<file path="src/rtl/stopwatch_cmd_ctrl.sv">
// Stopwatch command/timebase controller: button sync + debounce, start/stop/reset FSM, 1 s prescaler.
// Optional macro STOPWATCH_AUTO_STOP_EN adds run_limit_hit to freeze the display at 255:59.
module stopwatch_cmd_ctrl #(
    parameter int unsigned TICK_DIV   = 100000000,
    parameter int unsigned DEB_CYCLES = 16
) (
    input  logic                        clk,
    input  logic                        rst_n,
    input  logic                        btn_start,
    input  logic                        btn_stop,
    input  logic                        btn_reset,
`ifdef STOPWATCH_AUTO_STOP_EN
    input  logic                        run_limit_hit,
`endif
    output logic                        count_en,
    output logic                        clear_counters,
    output logic [1:0]                  status,
    output logic [$clog2(TICK_DIV)-1:0] prescale
);

    localparam int unsigned NBTN = 3;
    localparam int unsigned PW   = $clog2(TICK_DIV);
    localparam int unsigned DCW  = (DEB_CYCLES > 1) ? $clog2(DEB_CYCLES) : 1;
    localparam logic [PW-1:0]  TERM     = PW'(TICK_DIV - 1);
    localparam logic [DCW-1:0] DEB_LAST = DCW'(DEB_CYCLES - 1);
    localparam int unsigned B_START = 0;
    localparam int unsigned B_STOP  = 1;
    localparam int unsigned B_RESET = 2;

    typedef enum logic [1:0] {
        ST_IDLE   = 2'b00,
        ST_RUN    = 2'b01,
        ST_PAUSED = 2'b10
    } state_e;

    state_e            state_q, state_d;
    logic [PW-1:0]     pre_q, pre_d;
    logic              ce_q, ce_d;
    logic              clr_q, clr_d;
    logic [NBTN-1:0]   sync1_q, sync2_q;
    logic [NBTN-1:0]   stable_q, stable_d;
    logic [NBTN-1:0]   evt_q, evt_d;
    logic [DCW-1:0]    cnt_q [NBTN];
    logic [DCW-1:0]    cnt_d [NBTN];
    logic [NBTN-1:0]   btn_raw;
    logic              limit_c;
    logic              start_ok_c;

    assign btn_raw = {btn_reset, btn_stop, btn_start};

`ifdef STOPWATCH_AUTO_STOP_EN
    assign limit_c = run_limit_hit;
`else
    assign limit_c = 1'b0;
`endif

    assign start_ok_c = evt_q[B_START] & ~limit_c;

    // Debounce: a level change is accepted after DEB_CYCLES consecutive disagreeing samples.
    always_comb begin
        for (int i = 0; i < NBTN; i++) begin
            stable_d[i] = stable_q[i];
            cnt_d[i]    = '0;
            evt_d[i]    = 1'b0;
            if (sync2_q[i] != stable_q[i]) begin
                if (cnt_q[i] == DEB_LAST) begin
                    stable_d[i] = sync2_q[i];
                    evt_d[i]    = sync2_q[i];
                end else begin
                    cnt_d[i] = cnt_q[i] + DCW'(1);
                end
            end
        end
    end

    // Command FSM and prescaler; reset beats stop beats start.
    always_comb begin
        state_d = state_q;
        pre_d   = pre_q;
        ce_d    = 1'b0;
        clr_d   = 1'b0;
        if (evt_q[B_RESET]) begin
            state_d = ST_IDLE;
            pre_d   = '0;
            clr_d   = 1'b1;
        end else begin
            case (state_q)
                ST_IDLE: begin
                    if (start_ok_c) begin
                        state_d = ST_RUN;
                        pre_d   = '0;
                    end
                end
                ST_RUN: begin
                    if (evt_q[B_STOP]) begin
                        state_d = ST_PAUSED;
                    end else if (pre_q == TERM) begin
                        // At the run limit the terminal count freezes instead of ticking.
                        if (limit_c) begin
                            state_d = ST_PAUSED;
                        end else begin
                            pre_d = '0;
                            ce_d  = 1'b1;
                        end
                    end else begin
                        pre_d = pre_q + PW'(1);
                    end
                end
                ST_PAUSED: begin
                    if (start_ok_c) begin
                        state_d = ST_RUN;
                    end
                end
                default: state_d = ST_IDLE;
            endcase
        end
    end

    always_ff @(posedge clk or negedge rst_n) begin
        if (!rst_n) begin
            state_q  <= ST_IDLE;
            pre_q    <= '0;
            ce_q     <= 1'b0;
            clr_q    <= 1'b0;
            sync1_q  <= '0;
            sync2_q  <= '0;
            stable_q <= '0;
            evt_q    <= '0;
            for (int i = 0; i < NBTN; i++) begin
                cnt_q[i] <= '0;
            end
        end else begin
            state_q  <= state_d;
            pre_q    <= pre_d;
            ce_q     <= ce_d;
            clr_q    <= clr_d;
            sync1_q  <= btn_raw;
            sync2_q  <= sync1_q;
            stable_q <= stable_d;
            evt_q    <= evt_d;
            for (int i = 0; i < NBTN; i++) begin
                cnt_q[i] <= cnt_d[i];
            end
        end
    end

    assign status         = state_q;
    assign prescale       = pre_q;
    assign count_en       = ce_q;
    assign clear_counters = clr_q;

endmodule

</file>
<file path="config.mk">
export PLATFORM = sky130hd
export DESIGN_NAME = stopwatch_cmd_ctrl
export DESIGN_NICKNAME = d
export VERILOG_FILES = /design/src/rtl/stopwatch_cmd_ctrl.sv
export SDC_FILE = /design/constraint.sdc
export NUM_CORES = 1
export LEC_CHECK = 0
export CAP_MARGIN = 20
export CORE_MARGIN = 2
export CORE_UTILIZATION = 26
export DETAILED_ROUTE_END_ITERATION = 10
export GPL_TIMING_DRIVEN = 0
export PLACE_DENSITY = 0.53
export SETUP_SLACK_MARGIN = 0.5
export SLEW_MARGIN = 20
export SYNTH_ARGS = -nofsm -noshare
export SYNTH_HDL_FRONTEND = slang
export SYNTH_SLANG_ARGS = --single-unit
</file>
<file path="constraint.sdc">
create_clock -name clk -period 1.93 [get_ports clk]
set_input_delay 0.2895 -clock clk [delete_from_list [all_inputs] [get_ports clk]]
set_output_delay 0.2895 -clock clk [all_outputs]
set_load 0.02 [all_outputs]
</file>
**Yosys cells after proc, flatten, opt, wreduce, memory -nomap -nowiden**

Cells that the tools add are included.

- Register bits after elaboration: 55
- Latch bits: 0
- RAM bits: 0
- ROM bits: 0
- Input port bits: 5
- Output and inout port bits: 31
- Word-level logic and storage cells: 64
- Memories kept: 0

- Add/subtract/negate cells: 4
- $mul: 0
- Div/mod/pow operators: 0
- Magnitude comparators: 0
- Equality and inequality tests: 13
- Shift-type cells: 0
- Muxes and demuxes: 26
- Bitwise gates (word level): 0
- Reduce and logical (&&, ||, !) cells: 8

Operator list:

| cell | number |
|---|---|
| 27-bit two-way mux | 4 |
| 27-bit one-hot mux with 2 select lines | 1 |
| 27-bit by 1-bit adder with 27-bit output, second input constant | 1 |
| 27-bit == test, second input constant | 1 |
| 4-bit two-way mux | 6 |
| 4-bit by 1-bit adder with 4-bit output, second input constant | 3 |
| 4-bit == test, second input constant | 3 |
| 1-bit two-way mux | 11 |
| 3-bit inequality test, second input constant | 3 |
| 2-bit AND reduction | 4 |
| 2-bit two-way mux | 3 |
| 2-bit one-hot mux with 2 select lines | 1 |
| 1-bit inequality test | 3 |
| 3-bit by 1-bit inequality test with 1-bit output, second input constant | 1 |
| 3-bit AND reduction | 1 |
| 3-bit nonzero test | 1 |
| 2-bit by 1-bit == test with 1-bit output, second input constant | 1 |
| 2-bit == test, second input constant | 1 |
| 2-bit logical NOT | 1 |
| 2-bit OR reduction | 1 |

**Longest topological paths before layout**

- Depth after elaboration: 5
- Mapped depth: 7
- Mapped depth without buffers: 6

**Least setup slack after synthesis**

OpenSTA, ideal clock, no wires.

- Path type: reg-to-reg
- Start: register pre_q[0], in the netlist prescale[0]
- End: register pre_q[24], in the netlist prescale[24]
- Setup time: 77 ps
- Arrival: 1986 ps
- Required time: 1853 ps
- Slack: -133 ps
- Cell stages (with the launch flop): 7
- Buffers on the path: 0
- Clock period less this slack: 2063 ps
- Path through: dfrtp_1 -> ha_1 -> nand3_2 -> nor3_4 -> nand2_1 -> or4_1 -> a21oi_1

- Word-level cells in the longest chain between the ends: 5
- Elaborated cells on any way between the ends: 6
- Those cells by class: 1 x add/sub; 1 x eq/ne; 4 x mux

Ends and longest elaborated chain:

| element | RTL line | source |
|---|---|---|
| start, declared | 37 | `logic [PW-1:0] pre_q, pre_d;` |
| start signal, assigned | 134 | `pre_q <= pre_d;` |
| 27-bit by 1-bit adder with 27-bit output or 27-bit == test (tied branches) | 106, 97 |  |
| 27-bit two-way mux (*) | 97 | `end else if (pre_q == TERM) begin` |
| 27-bit two-way mux (*) | 95 | `if (evt_q[B_STOP]) begin` |
| 27-bit one-hot mux with 2 select lines (*) | 87 | `case (state_q)` |
| 27-bit two-way mux (*) | 82 | `if (evt_q[B_RESET]) begin` |

Every way passes the cells marked *; elsewhere a longest branch is shown, timed or not. The select of a mux whose other input is x is not followed.
A chain may end at the register's enable or synchronous reset.

**Worst setup path in the final report**

- Start: register pre_q[17], in the netlist prescale[17]
- End: register pre_q[8], in the netlist prescale[8]

- Word-level cells in the longest chain between the ends: 5

Ends and longest elaborated chain:

| element | RTL line |
|---|---|
| 27-bit == test | 97 |
| 27-bit two-way mux | 97 |
| 27-bit two-way mux | 95 |
| 27-bit one-hot mux with 2 select lines | 87 |
| 27-bit two-way mux | 82 |

Every way passes these cells. The select of a mux whose other input is x is not followed.

==> results.cfg <==
[grt]
track_usage_pct = 11.70
grt_max_degree = 56
grt_pass1_vias = 2140
grt_remaining_overflow = 0
antenna_found_initial = 0
grt_pass1_wl_mm = 10.41

[worst_setup_path]
r2r_end = prescale[8]$_DFFE_PN0P_
arrival_ps = 2280
start_kind = flip-flop
critPathMaxStageDelay_ps = 570
ff2ff_path_depth = 5
critPathMaxFanout = 5
reg2reg_slack_ps = -150
path_cells = or4b_4 > nor4_4 > a31oi_4 > buf_6 > a32o_1
required_ps = 2140
worstSetupEndpointType = flip-flop
r2r_start = prescale[17]$_DFFE_PN0P_
cp_top_family = simple AND/OR/NAND/NOR gates
critPathSlowestCell = or4b_4
crit_type = flip-flop to flip-flop
worst-path-buf-inv = 1

[floorplanning]
die_h_um = 104.3
die_area_sq_um = 10870
die_w_um = 104.3
start_util_pct = 26.74
num_rows = 36
fp.coreArea_sq_um = 9774
ioPinCount = 36

[route]
dr_wl_met3_um = 249
drt_pre_antenna_iters = 4
routedWlPerCell_um = 14.09
num_vias = 2150
drc_errors = 0
drt_iter0_markers = 60
wirelength_mm = 6.268
drtAntennaViolNets = 0
wl_met2_mm = 3.184
met1_length_mm = 2.723
highest_layer = met4
viasPerCell = 4.831

[finish]
antennaDiodeCount = 0
fillers = 997
drive_gt1_share_pct = 27.88
syn_to_final_growth_pct = 35.28
final_core_util_pct = 36.18
finalInstanceArea_sq_um = 3536
fin_nets = 320

[sta]
finalHoldViolCount = 0
setup_slack_ps = -146.3
tightest_slew_ps = 689.2
max_slew_margin_pct = 54.05
final.min_clock_period_ps = 2076
fin_skew_ps = 10.98
setup_viol = 26
clock.fmax_ghz = 0.4816
slew_viol_final = 0
rsz0062_at_grt = true
post-route-period-util_pct = 107.6

[synthesis]
yosysWarnings = 0
seq_area_frac_synth_pct = 52.66
synth_edf_count = 0
async_flop_share_pct = 100.0
ys_ff_latch = 55
syn_area_per_cell_sq_um = 10.67
yosys_most_used_dff = dfrtp_1
yosys.area.top_type = dfrtp_1
synthTopCellsByArea = dfrtp_1 53%, a21oi_1 3.4%, a31oi_1 2.9%
syn_area_sq_um = 2614
yosysTopAreaCellShare_pct = 52.66
syn_nets = 254
syn_inst = 245
synth_cell_type_count = 44

[status]
failed_checks = negative setup slack
status = finished, violations left

[clock_tree]
cts.clk_slew.worst_paths_ps = 100
numCtsBuffers = 5
cts.sinks = 55
h-tree-depth = 2
clkLatencyLatePin_ps = 310
clockBufferDepth = 2
cts_tree = done
root_buffer = clkbuf_8
cts-hold-fix-buffers = 0

[placement]
dp_hpwl_mm = 4.114
routabilityCongestion = 0.6971
placed_area_sq_um = 3147
port_buffers = 35

[power]
p_per_area_nw_per_um2 = 609.0
leakage_nw = 1.533
ir_drop_v = 0.0003328

[hold_path]
min_path_type = input pin to asynchronous set/reset pin

[job]
cap_viol_max_count = 0
per-stage QoR:
step                power [mW]  hold slack [ps]  TNS [ps]  setup WS, ps  instances
floorplan                1.242           -6.091    -837.6        -80.78        245
global placement         1.280            333.1    -72080         -1431        413
detailed placement       1.284            336.3     -3985        -230.8        413
CTS                      2.189            49.43     -1904        -105.9        437
global route             2.249            92.40     -4038        -186.5        445
finish                   2.153            23.18     -2474        -146.3        445
placed cells by master, fill, tap and decap left out, types with 4 or more instances in the layout:
master           instances
dfrtp_2                 13
a31oi_4                  4
xnor2_1                  6
dlygate4sd2_1           18
buf_2                    7
a21oi_1                 15
clkbuf_8                 5
nand2_1                 15
nand4_1                  4
clkdlybuf4s15_1          4
inv_1                    5
dfrtp_1                 42
nor2_1                  16
buf_4                   20
xor2_1                   6
buf_6                    5
ha_1                     4
o21ai_0                 13
nand3_1                  9
nor2b_1                  4
nor3b_1                  7
o2111ai_1                5
or2b_1                   4
a31oi_1                 10
or3_1                    6
and3_1                   8
nand2b_1                 4
layer usage:
| layer | global-route usage [%] | up-vias |
|---|---|---|
| li1 | - | 1047 |
| met4 | 4.054 | 0 |
| met1 | 14.36 | 1042 |
| met2 | 20.21 | 48 |
| met5 | 0 | - |
| met3 | 2.569 | 13 |
worst max path at each step:
stage / cells past startpoint / to / slack (ps) / from
floorplan: 6 / prescale[3]$_DFFE_PN0P_ / -80 / prescale[17]$_DFFE_PN0P_
global placement: 1 / prescale[1]$_DFFE_PN0P_ / -1430 / rst_n
detailed placement: 6 / prescale[24]$_DFFE_PN0P_ / -230 / prescale[17]$_DFFE_PN0P_
CTS: 6 / prescale[3]$_DFFE_PN0P_ / -110 / prescale[9]$_DFFE_PN0P_
global route: 6 / prescale[10]$_DFFE_PN0P_ / -190 / prescale[17]$_DFFE_PN0P_
finish: 5 / prescale[8]$_DFFE_PN0P_ / -150 / prescale[17]$_DFFE_PN0P_
area by class of cell:
cell class	count	area (sq um)	area share, %
timing repair buffer	58	474.2	13.41
inverter	5	18.77	0.5308
multi-input combinational	180	1304	36.87
sequential	55	1393	39.38
tap	133	166.4	4.706
clock buffer	5	68.82	1.946
clock inverter	3	67.56	1.911
buffer	6	43.79	1.239
registers in the layout (all words and copies together), names as in the netlist:
register and cells:
stable_q 3, sync2_q 3, prescale 27, sync1_q 3
clear_counters 1, status 2, count_en 1, cnt_q 12
evt_q 3
what timing repair did:
item	4_1_cts	5_1_grt
gates resized for setup	63	25
endpoints found under the setup margin	59	39
buffers inserted	14	8
pin swaps	11	9
cloned	2	0
power breakdown:
part	total, mW	internal [mW]	switching, mW
registers	1.19	1.17	0.0187
clock network	0.895	0.517	0.378
logic	0.0668	0.0275	0.0393
kinds of logic (layout without fill, tap and decap cells):
kind of cell,after synthesis,in the layout,share of synthesized area [%]
and+or+nand+nor,99,99,23.17
AOI/OAI and AO/OA,61,62,14.84
DFF,55,55,52.66
xor gates and xnor gates,12,12,4.021
buffers and inverters,11,77,2.107
adders and majority gates,4,4,1.915
muxes,3,3,1.292
cell usage after synthesis (all sizes together), types with 5 or more instances:
| cell type | count |
|---|---|
| or3 | 6 |
| o2111ai | 5 |
| nor3b | 7 |
| nand2 | 16 |
| inv | 5 |
| dfrtp | 55 |
| a31oi | 13 |
| nor3 | 6 |
| a21oi | 19 |
| xnor2 | 6 |
| nor2 | 17 |
| nand3 | 11 |
| and3 | 9 |
| xor2 | 6 |
| o21ai | 14 |
(Power assumes the default switching activity.)
